$ cat config.mk
export PLATFORM = sky130hd
export DESIGN_NAME = vend_ctrl_gen_flat
export DESIGN_NICKNAME = d
export VERILOG_FILES = /design/src/rtl/vend_ctrl_gen_if.sv /design/src/rtl/vend_ctrl_gen.sv /design/src/flat_wrapper.sv
export SDC_FILE = /design/constraint.sdc
export NUM_CORES = 1
export LEC_CHECK = 0
export ABC_AREA = 1
export ABC_CLOCK_PERIOD_IN_PS = 7200
export CAP_MARGIN = 20
export CORE_MARGIN = 4
export CORE_UTILIZATION = 30
export CTS_BUF_LIST = sky130_fd_sc_hd__clkbuf_4 sky130_fd_sc_hd__clkbuf_8
export DETAILED_ROUTE_END_ITERATION = 8
export PLACE_DENSITY = 0.58
export SLEW_MARGIN = 10
export SYNTH_ARGS = -nofsm -noshare
export SYNTH_HDL_FRONTEND = slang
export SYNTH_SLANG_ARGS = --single-unit
$ cat constraint.sdc
create_clock -name clk -period 7.2 [get_ports clk]
set_clock_uncertainty 0.2 [all_clocks]
set_input_delay 1.44 -clock clk [delete_from_list [all_inputs] [get_ports clk]]
set_output_delay 1.44 -clock clk [all_outputs]
set_load 0.005 [all_outputs]
$ cat src/rtl/vend_ctrl_gen_if.sv
// Front-panel and display bundle of the vending controller.
// The bench drives through the master modport; the controller uses the slave modport.
interface vend_ctrl_gen_if #(
    parameter int N_PROD = 4,
    parameter int CW     = 8
);
    logic                 tick;
    logic [2:0]           coin;
    logic                 cancel;
    logic [N_PROD-1:0]    sel;
    logic [N_PROD*CW-1:0] prices;
    logic [CW-1:0]        credit;
    logic [CW-1:0]        price;
    logic [N_PROD-1:0]    vend;
    logic [2:0]           chg_coin;
    logic                 reject;
    logic                 busy;

    modport master (
        output tick, coin, cancel, sel, prices,
        input  credit, price, vend, chg_coin, reject, busy
    );
    modport slave (
        input  tick, coin, cancel, sel, prices,
        output credit, price, vend, chg_coin, reject, busy
    );
endinterface

$ cat src/rtl/vend_ctrl_gen.sv
// Vending controller: coin credit accumulation, runtime-priced vend and tick-paced coin change.
//  state    | meaning
//  S_IDLE   | no credit held
//  S_CREDIT | credit > 0, waiting for an affordable selection or cancel
//  S_VEND   | one clk: vend pulse, snapshot price subtracted
//  S_CHANGE | one coin returned per tick until credit is 0
module vend_ctrl_gen #(
    parameter int N_PROD     = 4,
    parameter int CW         = 8,
    parameter int MAX_CREDIT = 35,
    parameter int COIN0      = 5,
    parameter int COIN1      = 10,
    parameter int COIN2      = 25
) (
    input  logic           clk,
    input  logic           clr_n,
    vend_ctrl_gen_if.slave bus
);
    localparam int IW = (N_PROD > 1) ? $clog2(N_PROD) : 1;
    localparam logic [CW:0] C0   = (CW+1)'(COIN0);
    localparam logic [CW:0] C1   = (CW+1)'(COIN1);
    localparam logic [CW:0] C2   = (CW+1)'(COIN2);
    localparam logic [CW:0] MAXC = (CW+1)'(MAX_CREDIT);

    typedef enum logic [1:0] {S_IDLE, S_CREDIT, S_VEND, S_CHANGE} state_t;
    state_t state_q, state_d;

    logic [2:0]    coin_s1, coin_s2, coin_d;
    logic          cancel_s1, cancel_s2, cancel_d;
    logic [2:0]    coin_edge;
    logic          cancel_edge;
    logic          coin_any;
    logic [CW:0]   coin_val;
    logic [CW:0]   coin_sum;
    logic [CW-1:0] sel_price;
    logic [IW-1:0] sel_idx;
    logic [CW-1:0] credit_q, credit_d;
    logic [CW-1:0] sale_price_q, sale_price_d;
    logic [IW-1:0] sale_idx_q, sale_idx_d;
    logic [2:0]    chg_q, chg_d;
    logic          reject_q, reject_d;
    logic [N_PROD-1:0] vend_oh;

    always_ff @(posedge clk or negedge clr_n) begin
        if (!clr_n) begin
            coin_s1   <= '0;
            coin_s2   <= '0;
            coin_d    <= '0;
            cancel_s1 <= 1'b0;
            cancel_s2 <= 1'b0;
            cancel_d  <= 1'b0;
        end else begin
            coin_s1   <= bus.coin;
            coin_s2   <= coin_s1;
            coin_d    <= coin_s2;
            cancel_s1 <= bus.cancel;
            cancel_s2 <= cancel_s1;
            cancel_d  <= cancel_s2;
        end
    end

    assign coin_edge   = coin_s2 & ~coin_d;
    assign cancel_edge = cancel_s2 & ~cancel_d;
    assign coin_any    = |coin_edge;

    // Lowest coin index wins when edges coincide; the rest are dropped silently.
    always_comb begin
        coin_val = '0;
        if (coin_edge[0])      coin_val = C0;
        else if (coin_edge[1]) coin_val = C1;
        else if (coin_edge[2]) coin_val = C2;
    end

    assign coin_sum = {1'b0, credit_q} + coin_val;

    always_comb begin
        sel_price = '0;
        sel_idx   = '0;
        for (int i = N_PROD-1; i >= 0; i--) begin
            if (bus.sel[i]) begin
                sel_price = bus.prices[i*CW +: CW];
                sel_idx   = IW'(i);
            end
        end
    end

    always_ff @(posedge clk or negedge clr_n) begin
        if (!clr_n) begin
            state_q      <= S_IDLE;
            credit_q     <= '0;
            sale_price_q <= '0;
            sale_idx_q   <= '0;
            chg_q        <= '0;
            reject_q     <= 1'b0;
        end else begin
            state_q      <= state_d;
            credit_q     <= credit_d;
            sale_price_q <= sale_price_d;
            sale_idx_q   <= sale_idx_d;
            chg_q        <= chg_d;
            reject_q     <= reject_d;
        end
    end

    always_comb begin
        state_d      = state_q;
        credit_d     = credit_q;
        sale_price_d = sale_price_q;
        sale_idx_d   = sale_idx_q;
        chg_d        = '0;
        reject_d     = 1'b0;
        case (state_q)
            S_IDLE, S_CREDIT: begin
                if (coin_any) begin
                    if (coin_sum <= MAXC) begin
                        credit_d = coin_sum[CW-1:0];
                        state_d  = S_CREDIT;
                    end else begin
                        reject_d = 1'b1;
                    end
                end
                // A coin landing in the purchase clk is kept; VEND subtracts from the new total.
                if (state_q == S_CREDIT) begin
                    if (sel_price != '0 && credit_q >= sel_price) begin
                        state_d      = S_VEND;
                        sale_price_d = sel_price;
                        sale_idx_d   = sel_idx;
                    end else if (cancel_edge) begin
                        state_d = S_CHANGE;
                    end
                end
            end
            S_VEND: begin
                reject_d = coin_any;
                credit_d = credit_q - sale_price_q;
                state_d  = (credit_q == sale_price_q) ? S_IDLE : S_CHANGE;
            end
            S_CHANGE: begin
                reject_d = coin_any;
                if (bus.tick) begin
                    if ({1'b0, credit_q} >= C2) begin
                        chg_d    = 3'b100;
                        credit_d = credit_q - C2[CW-1:0];
                    end else if ({1'b0, credit_q} >= C1) begin
                        chg_d    = 3'b010;
                        credit_d = credit_q - C1[CW-1:0];
                    end else if ({1'b0, credit_q} >= C0) begin
                        chg_d    = 3'b001;
                        credit_d = credit_q - C0[CW-1:0];
                    end else begin
                        credit_d = '0;
                    end
                    if (credit_d == '0) state_d = S_IDLE;
                end
            end
            default: state_d = S_IDLE;
        endcase
    end

    always_comb begin
        vend_oh = '0;
        if (state_q == S_VEND) vend_oh[sale_idx_q] = 1'b1;
    end

    assign bus.credit   = credit_q;
    assign bus.price    = sel_price;
    assign bus.vend     = vend_oh;
    assign bus.chg_coin = chg_q;
    assign bus.reject   = reject_q;
    assign bus.busy     = (state_q == S_VEND) || (state_q == S_CHANGE);
endmodule

$ cat src/flat_wrapper.sv
// flat-port wrapper written by rule: the top's interface ports become plain ports
module vend_ctrl_gen_flat 
#(
    parameter int N_PROD     = 4,
    parameter int CW         = 8,
    parameter int MAX_CREDIT = 35,
    parameter int COIN0      = 5,
    parameter int COIN1      = 10,
    parameter int COIN2      = 25
)
  (clk, clr_n, bus_tick, bus_coin, bus_cancel, bus_sel, bus_prices, bus_credit, bus_price, bus_vend, bus_chg_coin, bus_reject, bus_busy);
  vend_ctrl_gen_if #(.N_PROD(N_PROD), .CW(CW)) bus_i ();
  input  logic clk;
  input  logic clr_n;
  input wire logic [$bits(bus_i.tick)-1:0] bus_tick;
  input wire logic [$bits(bus_i.coin)-1:0] bus_coin;
  input wire logic [$bits(bus_i.cancel)-1:0] bus_cancel;
  input wire logic [$bits(bus_i.sel)-1:0] bus_sel;
  input wire logic [$bits(bus_i.prices)-1:0] bus_prices;
  output wire logic [$bits(bus_i.credit)-1:0] bus_credit;
  output wire logic [$bits(bus_i.price)-1:0] bus_price;
  output wire logic [$bits(bus_i.vend)-1:0] bus_vend;
  output wire logic [$bits(bus_i.chg_coin)-1:0] bus_chg_coin;
  output wire logic [$bits(bus_i.reject)-1:0] bus_reject;
  output wire logic [$bits(bus_i.busy)-1:0] bus_busy;
  assign bus_i.tick = bus_tick;
  assign bus_i.coin = bus_coin;
  assign bus_i.cancel = bus_cancel;
  assign bus_i.sel = bus_sel;
  assign bus_i.prices = bus_prices;
  assign bus_credit = bus_i.credit;
  assign bus_price = bus_i.price;
  assign bus_vend = bus_i.vend;
  assign bus_chg_coin = bus_i.chg_coin;
  assign bus_reject = bus_i.reject;
  assign bus_busy = bus_i.busy;
  vend_ctrl_gen #(.N_PROD(N_PROD), .CW(CW), .MAX_CREDIT(MAX_CREDIT), .COIN0(COIN0), .COIN1(COIN1), .COIN2(COIN2)) u_core (.clk(clk), .clr_n(clr_n), .bus(bus_i));
endmodule
== Word-level counts from Yosys, hierarchy flattened ==
Index checks and enable logic that the tools add are counted.
Cells by class
  reduce and logical (&&, ||, !) cells: 12
  eq/ne operators: 8
  bitwise gates (word level): 4
  $add $sub $neg: 5
  muxes and demuxes: 40
  order comparisons: 7
Operators with widths (count)
  two-way mux 8 bit: 12
  two-way mux 2 bit: 12
  one-hot mux 8 bit (3 select lines): 1
  two-way mux 9 bit: 2
  two-way mux 3 bit: 4
  adder 8 x 9 -> 9 bit: 1
  less-or-equal comparator 9 x 6 -> 1 bit (second input constant): 1
  == test 8 bit: 1
  >= comparator 8 x 3 -> 1 bit (second input constant): 1
  >= comparator 8 x 4 -> 1 bit (second input constant): 1
  >= comparator 8 x 5 -> 1 bit (second input constant): 1
  >= comparator 8 bit: 1
  logical NOT 8 bit: 1
  nonzero test 8 bit: 1
  subtractor 8 x 3 -> 8 bit (second input constant): 1
  subtractor 8 x 4 -> 8 bit (second input constant): 1
  subtractor 8 x 5 -> 8 bit (second input constant): 1
  subtractor 8 bit: 1
  inequality test 2 x 1 -> 1 bit (second input constant): 3
  one-hot mux 2 bit (3 select lines): 1
  AND reduction 3 bit: 2
  two-way mux 5 bit: 1
  == test 2 bit (second input constant): 2
  two-way mux 1 bit: 4
  17 further kinds: 19
Storage, ports and cells
  word-level logic and storage cells: 88
  register bits: 36
  output and inout bits: 25

== Longest topological paths before layout ==
Gate-level depths: netlist of run 1.
  word-level depth: 13
  depth in mapped cells: 20
  mapped depth without buffers: 20

== Worst setup path after synthesis of run 1 ==
OpenSTA, ideal clock, no wires.
  path kind: input-to-output
  start point: in bus_sel[1]
  end point: out bus_price[0]
  arrival: 2.080 ns
  required time: 5.560 ns
  setup slack: 3.480 ns
  cell stages on the path: 6
  path through: buf_4 -> buf_6 -> a21oi_2 -> nand2_1 -> a21boi_2 -> inv_1
On the way
  word-level cells in the longest chain between the ends: 2
Ends and longest elaborated chain
  from (decl): line flat_wrapper.sv:18  | input wire logic [$bits(bus_i.sel)-1:0] bus_sel;
  two-way mux 8 bit (2 in series): line vend_ctrl_gen.sv:80  | if (bus.sel[i]) begin
  to (decl): line flat_wrapper.sv:21  | output wire logic [$bits(bus_i.price)-1:0] bus_price;
Every way passes these cells.

== Final worst setup path of run 1 ==
  start point: in bus_sel[1]
  end point: out bus_price[5]
Same word-level chain as after synthesis.

==> results of run 1 <==
==> cell usage in the layout, fill, tap and decap left out, types with 4 or more instances in the layout <==
cell / instances
sky130_fd_sc_hd__nand2_1: 156
sky130_fd_sc_hd__clkdlybuf4s50_1: 66
sky130_fd_sc_hd__inv_1: 60
sky130_fd_sc_hd__nand3_1: 48
sky130_fd_sc_hd__a21oi_1: 36
sky130_fd_sc_hd__dfrtp_1: 36
sky130_fd_sc_hd__nor2_1: 29
sky130_fd_sc_hd__ha_1: 27
sky130_fd_sc_hd__o21ai_1: 12
sky130_fd_sc_hd__o21ai_0: 11
sky130_fd_sc_hd__nand4_1: 9
sky130_fd_sc_hd__a21boi_2: 8
sky130_fd_sc_hd__o211ai_1: 7
sky130_fd_sc_hd__inv_2: 6
sky130_fd_sc_hd__nor3_1: 6
sky130_fd_sc_hd__xor2_1: 5
sky130_fd_sc_hd__clkbuf_8: 5
sky130_fd_sc_hd__nor2_2: 4
sky130_fd_sc_hd__nand3_2: 4
sky130_fd_sc_hd__nand3b_1: 4
==> path summary, 6_finish.rpt <==
kind	to	slack (ns)	depth (start not counted)	startpoint
worst max-delay path	bus_price[5]	2.27	5	bus_sel[1]
worst min-delay path	u_core.cancel_s2$_DFF_PN0_	0.15	0	u_core.cancel_s1$_DFF_PN0_
worst max register to register	u_core.bus.credit[1]$_DFFE_PN0P_	4.11	14	u_core.bus.credit[1]$_DFFE_PN0P_
worst min register to register	u_core.cancel_s2$_DFF_PN0_	0.15	0	u_core.cancel_s1$_DFF_PN0_
max in group asynchronous	u_core.sale_price_q[0]$_DFFE_PN0P_	5.25	1	clr_n
min in group asynchronous	u_core.bus.chg_coin[1]$_DFF_PN0_	1.02	1	clr_n
==> layer usage <==
layer  track usage [%]  up-vias  share of wire [%]
met1              19.8     1640                 44
li1                  -     1775                  -
met2              25.7      130                 47
met5                 0        -                  0
met4              4.75        0                1.7
met3              3.75       19                7.6
==> metrics by stage <==
| stage | setup slack [ns] | utilization (%) | hold WS [ns] |
|---|---|---|---|
| 3_3_place_gp | 2.29 | 37.7 | 0.134 |
| 3_5_place_dp | 2.26 | 37.7 | 0.138 |
| 6_report | 2.27 | 38.7 | 0.153 |
| 4_1_cts | 2.26 | 38.7 | 0.157 |
| 2_1_floorplan | 3.48 | - | 0.131 |
| 5_1_grt | 2.14 | 38.7 | 0.162 |
==> state kept, by name (all words and copies together) (netlist names) <==
name	flops
u_core.bus.credit	8
u_core.sale_price_q	8
u_core.bus.chg_coin	3
u_core.coin_d	3
u_core.coin_s1	3
u_core.coin_s2	3
u_core.sale_idx_q	2
u_core.state_q	2
u_core.bus.reject	1
u_core.cancel_d	1
u_core.cancel_s1	1
u_core.cancel_s2	1
==> cells in the mapped netlist (2+ instances only) <==
master / n
sky130_fd_sc_hd__a21boi_2: 8
sky130_fd_sc_hd__a21oi_1: 36
sky130_fd_sc_hd__a21oi_2: 2
sky130_fd_sc_hd__and3_1: 2
sky130_fd_sc_hd__buf_2: 2
sky130_fd_sc_hd__buf_4: 5
sky130_fd_sc_hd__buf_6: 6
sky130_fd_sc_hd__clkbuf_1: 2
sky130_fd_sc_hd__clkinv_1: 2
sky130_fd_sc_hd__dfrtp_1: 36
sky130_fd_sc_hd__fa_1: 2
sky130_fd_sc_hd__ha_1: 27
sky130_fd_sc_hd__inv_1: 60
sky130_fd_sc_hd__inv_2: 6
sky130_fd_sc_hd__nand2_1: 156
sky130_fd_sc_hd__nand2_2: 2
sky130_fd_sc_hd__nand3_1: 48
sky130_fd_sc_hd__nand3_2: 4
sky130_fd_sc_hd__nand3b_1: 4
sky130_fd_sc_hd__nand4_1: 9
sky130_fd_sc_hd__nor2_1: 29
sky130_fd_sc_hd__nor2_2: 4
sky130_fd_sc_hd__nor2_4: 2
sky130_fd_sc_hd__nor3_1: 6
sky130_fd_sc_hd__o211ai_1: 7
sky130_fd_sc_hd__o21ai_0: 11
sky130_fd_sc_hd__o21ai_1: 12
sky130_fd_sc_hd__xnor2_1: 2
sky130_fd_sc_hd__xor2_1: 5
==> logic make-up after synthesis <==
kind of cell,count (synthesis)
xor+xnor,7
simple gates,268
compound gates,83
fa+ha+maj,29
buf+inv,84
flops,36
==> power groups by stage <==
stage | clock, mW | combinational, mW | sequential (mW)
2_1_floorplan | 0 | 0.767 | 0.306
3_3_place_gp | 0 | 1.03 | 0.344
3_5_place_dp | 0 | 1.03 | 0.345
4_1_cts | 0.189 | 1.04 | 0.341
5_1_grt | 0.198 | 1.19 | 0.349
6_report | 0.186 | 1.04 | 0.339
==> critical path, delay by kind of cell <==
| family | cells | cell delay (ns) |
|---|---|---|
| buffers and inverters | 3 | 1.39 |
| AOI/OAI and AO/OA | 2 | 0.45 |
==> layout make-up <==
class	instances	area share, %
multi-input combinational	387	50.0
sequential	36	21.2
timing repair buffer	69	16.0
inverter	69	6.12
tap	140	4.12
clock buffer	5	1.62
clock inverter	3	1.00
==> qor.txt, run 1 <==
==========================================================================================
Result of the run ........................................................... finished, final reports clean
Highest attainable clock frequency ..........................................    0.203 GHz
Stage delay of the slowest cell on the critical path ........................      0.87 ns
CP Launch Type ..............................................................    input pin
Fill cell total of the finished layout ......................................        1,158
CP Cell Sequence ............................................................ clkdlybuf4s50_1 > a21oi_1 > a21boi_2 > inv_1 > clkdlybuf4s50_1
Number of buffers inserted by hold repair at cts ............................            0
Row count ...................................................................           38
Critical path data required time ............................................      5.56 ns
Height of the die ...........................................................       115 um
Logic gate share of total power .............................................        66.5%
Clock latency of the later-clocked register in the worst-skew pair ..........      0.30 ns
Design internal power .......................................................     0.764 mW
Sequential power share ......................................................        21.6%
Final clock period utilization by the worst path ............................        68.5%
Count of boundary I/O pins ..................................................           68
Share of flip-flops with an asynchronous set or reset after synthesis .......         100%
Proportion of total power due to net switching ..............................        51.4%
Top cell by count, worst path ............................................... sky130_fd_sc_hd__clkdlybuf4s50_1
Diode insertion count for antenna repair ....................................            0
Final routed wire length divided by cell count ..............................      13.9 um
Power per unit of standard cell area ........................................  369 mW/mm^2
Netlist area before placement ............................................... 0.00341 sq mm
Clock edge transition at the registers on the reported setup and hold paths .      0.08 ns
Summed area of non-filler cells in the final layout ......................... 0.00425 sq mm
Top cell type's share of synthesized area ...................................        26.4%
Area fraction in and, or, nand and nor cells after synthesis ................        34.5%
Arrival time of the worst setup path ........................................      3.29 ns
Max_cap viols ...............................................................            0
Area growth, synth to finish ................................................        24.8%
Die area .................................................................... 0.0131 sq mm
Core outline area ........................................................... 0.0110 sq mm
Fraction of synthesized area in multiplexers ................................           0%
Setup TNS ...................................................................         0 ns
Final setup violation count .................................................            0
Area occupied by multi-input gates .......................................... 0.00213 sq mm
TritonCTS Buffers ...........................................................            5
Flop and latch count out of synthesis .......................................           36
Tmin final ..................................................................      4.93 ns
Adder and majority gate portion of the synthesized area .....................        11.1%
Most frequently used flop master after synthesis ............................ sky130_fd_sc_hd__dfrtp_1
Compound-gate portion of the synthesized area ...............................        15.0%
Slowest stage cell on the critical path ..................................... sky130_fd_sc_hd__clkdlybuf4s50_1
DP Wirelength ...............................................................      7800 um
Final count of pins violating max slew ......................................            0
Clock group share of total power ............................................        11.8%
Critical Path Sink Type .....................................................   output pin
Standby leakage power .......................................................      2.05 nW
Wire length of the first global-routing pass ................................    16,400 um
Unique masters post-synth ...................................................           39
Cell type with the highest aggregate area in the netlist .................... sky130_fd_sc_hd__dfrtp_1
Worst Path Class, Setup .....................................................       in2out
Clock tree from TritonCTS ...................................................         done
Share of layout cells above drive strength 1 ................................        7.38%
Htree depth .................................................................            2
Maximum clock insertion buffer count ........................................            2
Switching Power .............................................................     0.806 mW
Number of global-route vias before repair ...................................        3,459
Syn_area_per_cell ...........................................................   6.72 sq um
Total placed instance area .................................................. 0.00414 sq mm
Sum of routed wire length over all layers ...................................      9830 um
Number of nets at the end of the flow .......................................          640
Synthesized net count .......................................................          579
Synth area leaders .......................................................... sky130_fd_sc_hd__dfrtp_1 26%, sky130_fd_sc_hd__nand2_1 17%, sky130_fd_sc_hd__ha_1 9.9%
Synthesis warning total .....................................................            0
Antenna-violating nets left .................................................            0
DP Cell Count ...............................................................          701
Number of standard cells after synthesis ....................................          507
Number of sinks driven by the clock tree ....................................           36
Overall power of the completed layout .......................................      1.57 mW
Footprint of the flip-flops and latches .....................................    901 sq um
Initial cell density of the core ............................................        31.0%
Worst hold path class .......................................................      reg2reg
Number of enable-type register cells in the synthesized netlist .............            0
Post-CTS setup-driven buffer insertion count ................................            0
Final non-filler cell total .................................................          709
Iteration count of the initial detailed-routing pass ........................            4
Number of vias per cell after detailed routing ..............................         5.03
Total via count in the routed design ........................................        3,564
Number of buffers inserted by port buffering ................................           67
Sequential element share of the synthesized area ............................        26.4%
Worst vdd rail ir drop ......................................................   0.000133 V
Initial DRC Count ...........................................................          245
Setup repair after global routing missed its margin .........................           no
Maximum fanout along the worst path .........................................           18
Routability congestion estimate from global placement .......................        0.887
Overall overflow remaining after global route ...............................            0
Chip width ..................................................................       115 um
DRC .........................................................................            0
Total global-route track usage ..............................................        15.5%
Hold violation total from the final report ..................................            0
Resized cells post-CTS ......................................................            0
Maximum number of pins on one net before global-route repair ................           37
Root cell of the clock tree ................................................. sky130_fd_sc_hd__clkbuf_8
Combinational family with the most area after synthesis ..................... simple AND/OR/NAND/NOR gates
Post-synthesis xor/xnor area fraction .......................................        1.80%
Number of antenna violations at the first check in global routing ...........            0
Relative slew slack .........................................................        45.5%
Tightest Pin Transition .....................................................     0.818 ns
==========================================================================================
Note: power is estimated with default switching activity, not from simulation.
==> run 2, diff against run 1 <==
ABC_CLOCK_PERIOD_IN_PS = 4100   (was 7200)
PLACE_DENSITY = 0.6   (was 0.58)
clock period = 4.1 ns   (was 7.2 ns; I/O delays follow)
==> run 2 against run 1 <==
Effect of this change:
- worst hold slack worse by 0.0034 ns
- global-route usage decreased by 0.29 points
- first-iteration DRC count fell by 34%
- die area did not move
- critical path depth stayed put
- cell count decreased by 0.28%
- wire length down 0.16%
- non-clock buffer count shrank 2
- total power is 75% higher
- register-to-register slack got worse by 3.0 ns
- count of clock-buffer cells in the layout is the same
- setup slack worse by 1.8 ns
- largest power group unchanged
==> qor.txt, run 2 (synthesized netlist as in run 1, its figures left out) <==
==========================================================================================
Critical Path Sink Type .....................................................   output pin   unchanged
Setup TNS ...................................................................         0 ns   unchanged
Area growth, synth to finish ................................................        24.4%   was 24.8%
Final non-filler cell total .................................................          707   was 709
Routability congestion estimate from global placement .......................        0.855   was 0.887
Htree depth .................................................................            2   unchanged
Number of antenna violations at the first check in global routing ...........            0   unchanged
Final routed wire length divided by cell count ..............................      13.9 um   about the same
Maximum number of pins on one net before global-route repair ................           37   unchanged
R2R setup slack .............................................................      1.07 ns   was 4.11 ns
Arrival time of the worst setup path ........................................      2.66 ns   was 3.29 ns
Startpoint of the most critical register-to-register path ................... u_core.bus.credit[1]$_DFFE_PN0P_   unchanged
Number of buffers inserted by port buffering ................................           67   unchanged
Final setup violation count .................................................            0   unchanged
Worst Path Class, Setup .....................................................       in2out   unchanged
Core outline area ........................................................... 0.0110 sq mm   unchanged
Clock latency of the later-clocked register in the worst-skew pair ..........      0.30 ns   about the same
Capture point of the critical path .......................................... bus_price[5]   unchanged
Overall overflow remaining after global route ...............................            0   unchanged
Final clock period utilization by the worst path ............................        89.7%
DP Wirelength ...............................................................      7700 um   was 7800 um
Number of sinks driven by the clock tree ....................................           36   unchanged
Number of global-route vias before repair ...................................        3,335   was 3,459
Relative slew slack .........................................................        43.8%   was 45.5%
Clock tree from TritonCTS ...................................................         done   unchanged
Diode insertion count for antenna repair ....................................            0   unchanged
Resized cells post-CTS ......................................................            0   unchanged
Worst hold path class .......................................................      reg2reg   unchanged
Worst vdd rail ir drop ......................................................   0.000211 V   was 0.000133 V
Total via count in the routed design ........................................        3,524   was 3,564
Final count of pins violating max slew ......................................            0   unchanged
Highest attainable clock frequency ..........................................    0.272 GHz
Count of boundary I/O pins ..................................................           68   unchanged
Die area .................................................................... 0.0131 sq mm   unchanged
Number of buffers inserted by hold repair at cts ............................            0   unchanged
Clock edge transition at the registers on the reported setup and hold paths .      0.08 ns   about the same
Endpoint of the worst-slack reg-to-reg timing path .......................... u_core.bus.credit[1]$_DFFE_PN0P_   unchanged
Iteration count of the initial detailed-routing pass ........................            4   unchanged
Critical path data required time ............................................      3.08 ns   was 5.56 ns
Maximum fanout along the worst path .........................................           18   unchanged
Root cell of the clock tree ................................................. sky130_fd_sc_hd__clkbuf_8   unchanged
Total global-route track usage ..............................................        15.2%   was 15.5%
Max_cap viols ...............................................................            0   unchanged
Hold violation total from the final report ..................................            0   unchanged
Wire length of the first global-routing pass ................................    16,100 um   was 16,400 um
Met1 track demand over resource .............................................        20.1%   was 19.8%
Number of nets at the end of the flow .......................................          638   was 640
Standby leakage power .......................................................      2.04 nW   was 2.05 nW
DRC .........................................................................            0   unchanged
Setup repair after global routing missed its margin .........................           no   unchanged
Leading cell type in the layout, fill and taps excluded ..................... sky130_fd_sc_hd__nand2_1   unchanged
Chip width ..................................................................       115 um   unchanged
Height of the die ...........................................................       115 um   unchanged
Result of the run ........................................................... finished, final reports clean   unchanged
Global-route track usage on met2 ............................................        24.4%   was 25.7%
Met3 Use GR .................................................................        3.81%   was 3.75%
R2r worst-path depth ........................................................           14   unchanged
GRT Max-Usage Layer .........................................................         met2   unchanged
Number of vias per cell after detailed routing ..............................         4.98   was 5.03
Initial DRC Count ...........................................................          161   was 245
Initial cell density of the core ............................................        31.0%   unchanged
Power per unit of standard cell area ........................................  649 mW/mm^2   was 369 mW/mm^2
Sum of routed wire length over all layers ...................................      9820 um   was 9830 um
Most frequent cells in the layout ........................................... 156 x sky130_fd_sc_hd__nand2_1, 66 x sky130_fd_sc_hd__clkdlybuf4s50_1, 60 x sky130_fd_sc_hd__inv_1   unchanged
DP Cell Count ...............................................................          699   was 701
Tmin final ..................................................................      3.68 ns
TritonCTS Buffers ...........................................................            5   unchanged
Maximum clock insertion buffer count ........................................            2   unchanged
Critical path origin ........................................................   bus_sel[1]   unchanged
Antenna-violating nets left .................................................            0   unchanged
Fill cell total of the finished layout ......................................        1,143   was 1,158
Row count ...................................................................           38   unchanged
Tightest Pin Transition .....................................................     0.843 ns   was 0.818 ns
CP Launch Type ..............................................................    input pin   unchanged
Post-CTS setup-driven buffer insertion count ................................            0   unchanged
Share of layout cells above drive strength 1 ................................        7.05%   was 7.38%
==========================================================================================
run 2: cell types whose count changed in the layout (fill, tap and decap cells not counted), sizes merged:
cell	delta
clkinv	-1
buf	-2
inv	+1
run 2: final cells by class:
class | instances | area [sq um] | area share (%)
tap | 140 | 175 | 4.13
timing repair buffer | 67 | 666 | 15.7
inverter | 69 | 260 | 6.13
multi-input combinational | 387 | 2130 | 50.1
sequential | 36 | 901 | 21.2
clock inverter | 3 | 46.3 | 1.09
clock buffer | 5 | 68.8 | 1.62
run 2: worst max-delay path: stages:
cell and delay (ns):
sky130_fd_sc_hd__clkdlybuf4s50_1 0.86, sky130_fd_sc_hd__a21oi_1 0.18, sky130_fd_sc_hd__a21boi_2 0.27, sky130_fd_sc_hd__inv_1 0.07, sky130_fd_sc_hd__clkdlybuf4s50_1 0.45
run 2: how the worst min path moves through the flow:
stage	slack, ns	startpoint	endpoint	depth (start not counted)
after CTS	0.15	u_core.coin_s1[1]$_DFF_PN0_	u_core.coin_s2[1]$_DFF_PN0_	0
after global routing	0.16	u_core.cancel_s1$_DFF_PN0_	u_core.cancel_s2$_DFF_PN0_	0
final	0.15	u_core.coin_s1[2]$_DFF_PN0_	u_core.coin_s2[2]$_DFF_PN0_	0
after floorplan	0.13	u_core.cancel_s1$_DFF_PN0_	u_core.cancel_s2$_DFF_PN0_	0
after detailed placement	0.13	u_core.coin_s1[1]$_DFF_PN0_	u_core.coin_s2[1]$_DFF_PN0_	0
after global placement	0.13	u_core.coin_s1[2]$_DFF_PN0_	u_core.coin_s2[2]$_DFF_PN0_	0
run 2: where the power goes:
part	internal (mW)	leakage [nW]	switching, mW
logic	0.711	1.55	1.05
clock network	0.183	0.0548	0.148
registers	0.436	0.437	0.223
run 2: layer usage:
metal  vias up  part of all wire [%]
met5         -                     0
met4         0                   2.0
met3        18                   7.2
met2       123                    44
met1      1616                    47
li1       1767                     -
run 2: through the flow:
stage / cell area [sq um] / setup WS [ns] / hold slack (ns) / power [mW] / util (%)
floorplan: 3410 / 1.36 / 0.131 / 1.89 / -
global placement: 4130 / 0.435 / 0.132 / 2.40 / 37.6
detailed placement: 4130 / 0.313 / 0.135 / 2.42 / 37.6
CTS: 4240 / 0.411 / 0.155 / 2.76 / 38.6
global route: 4240 / 0.236 / 0.162 / 3.04 / 38.6
finish: 4240 / 0.423 / 0.150 / 2.76 / 38.6
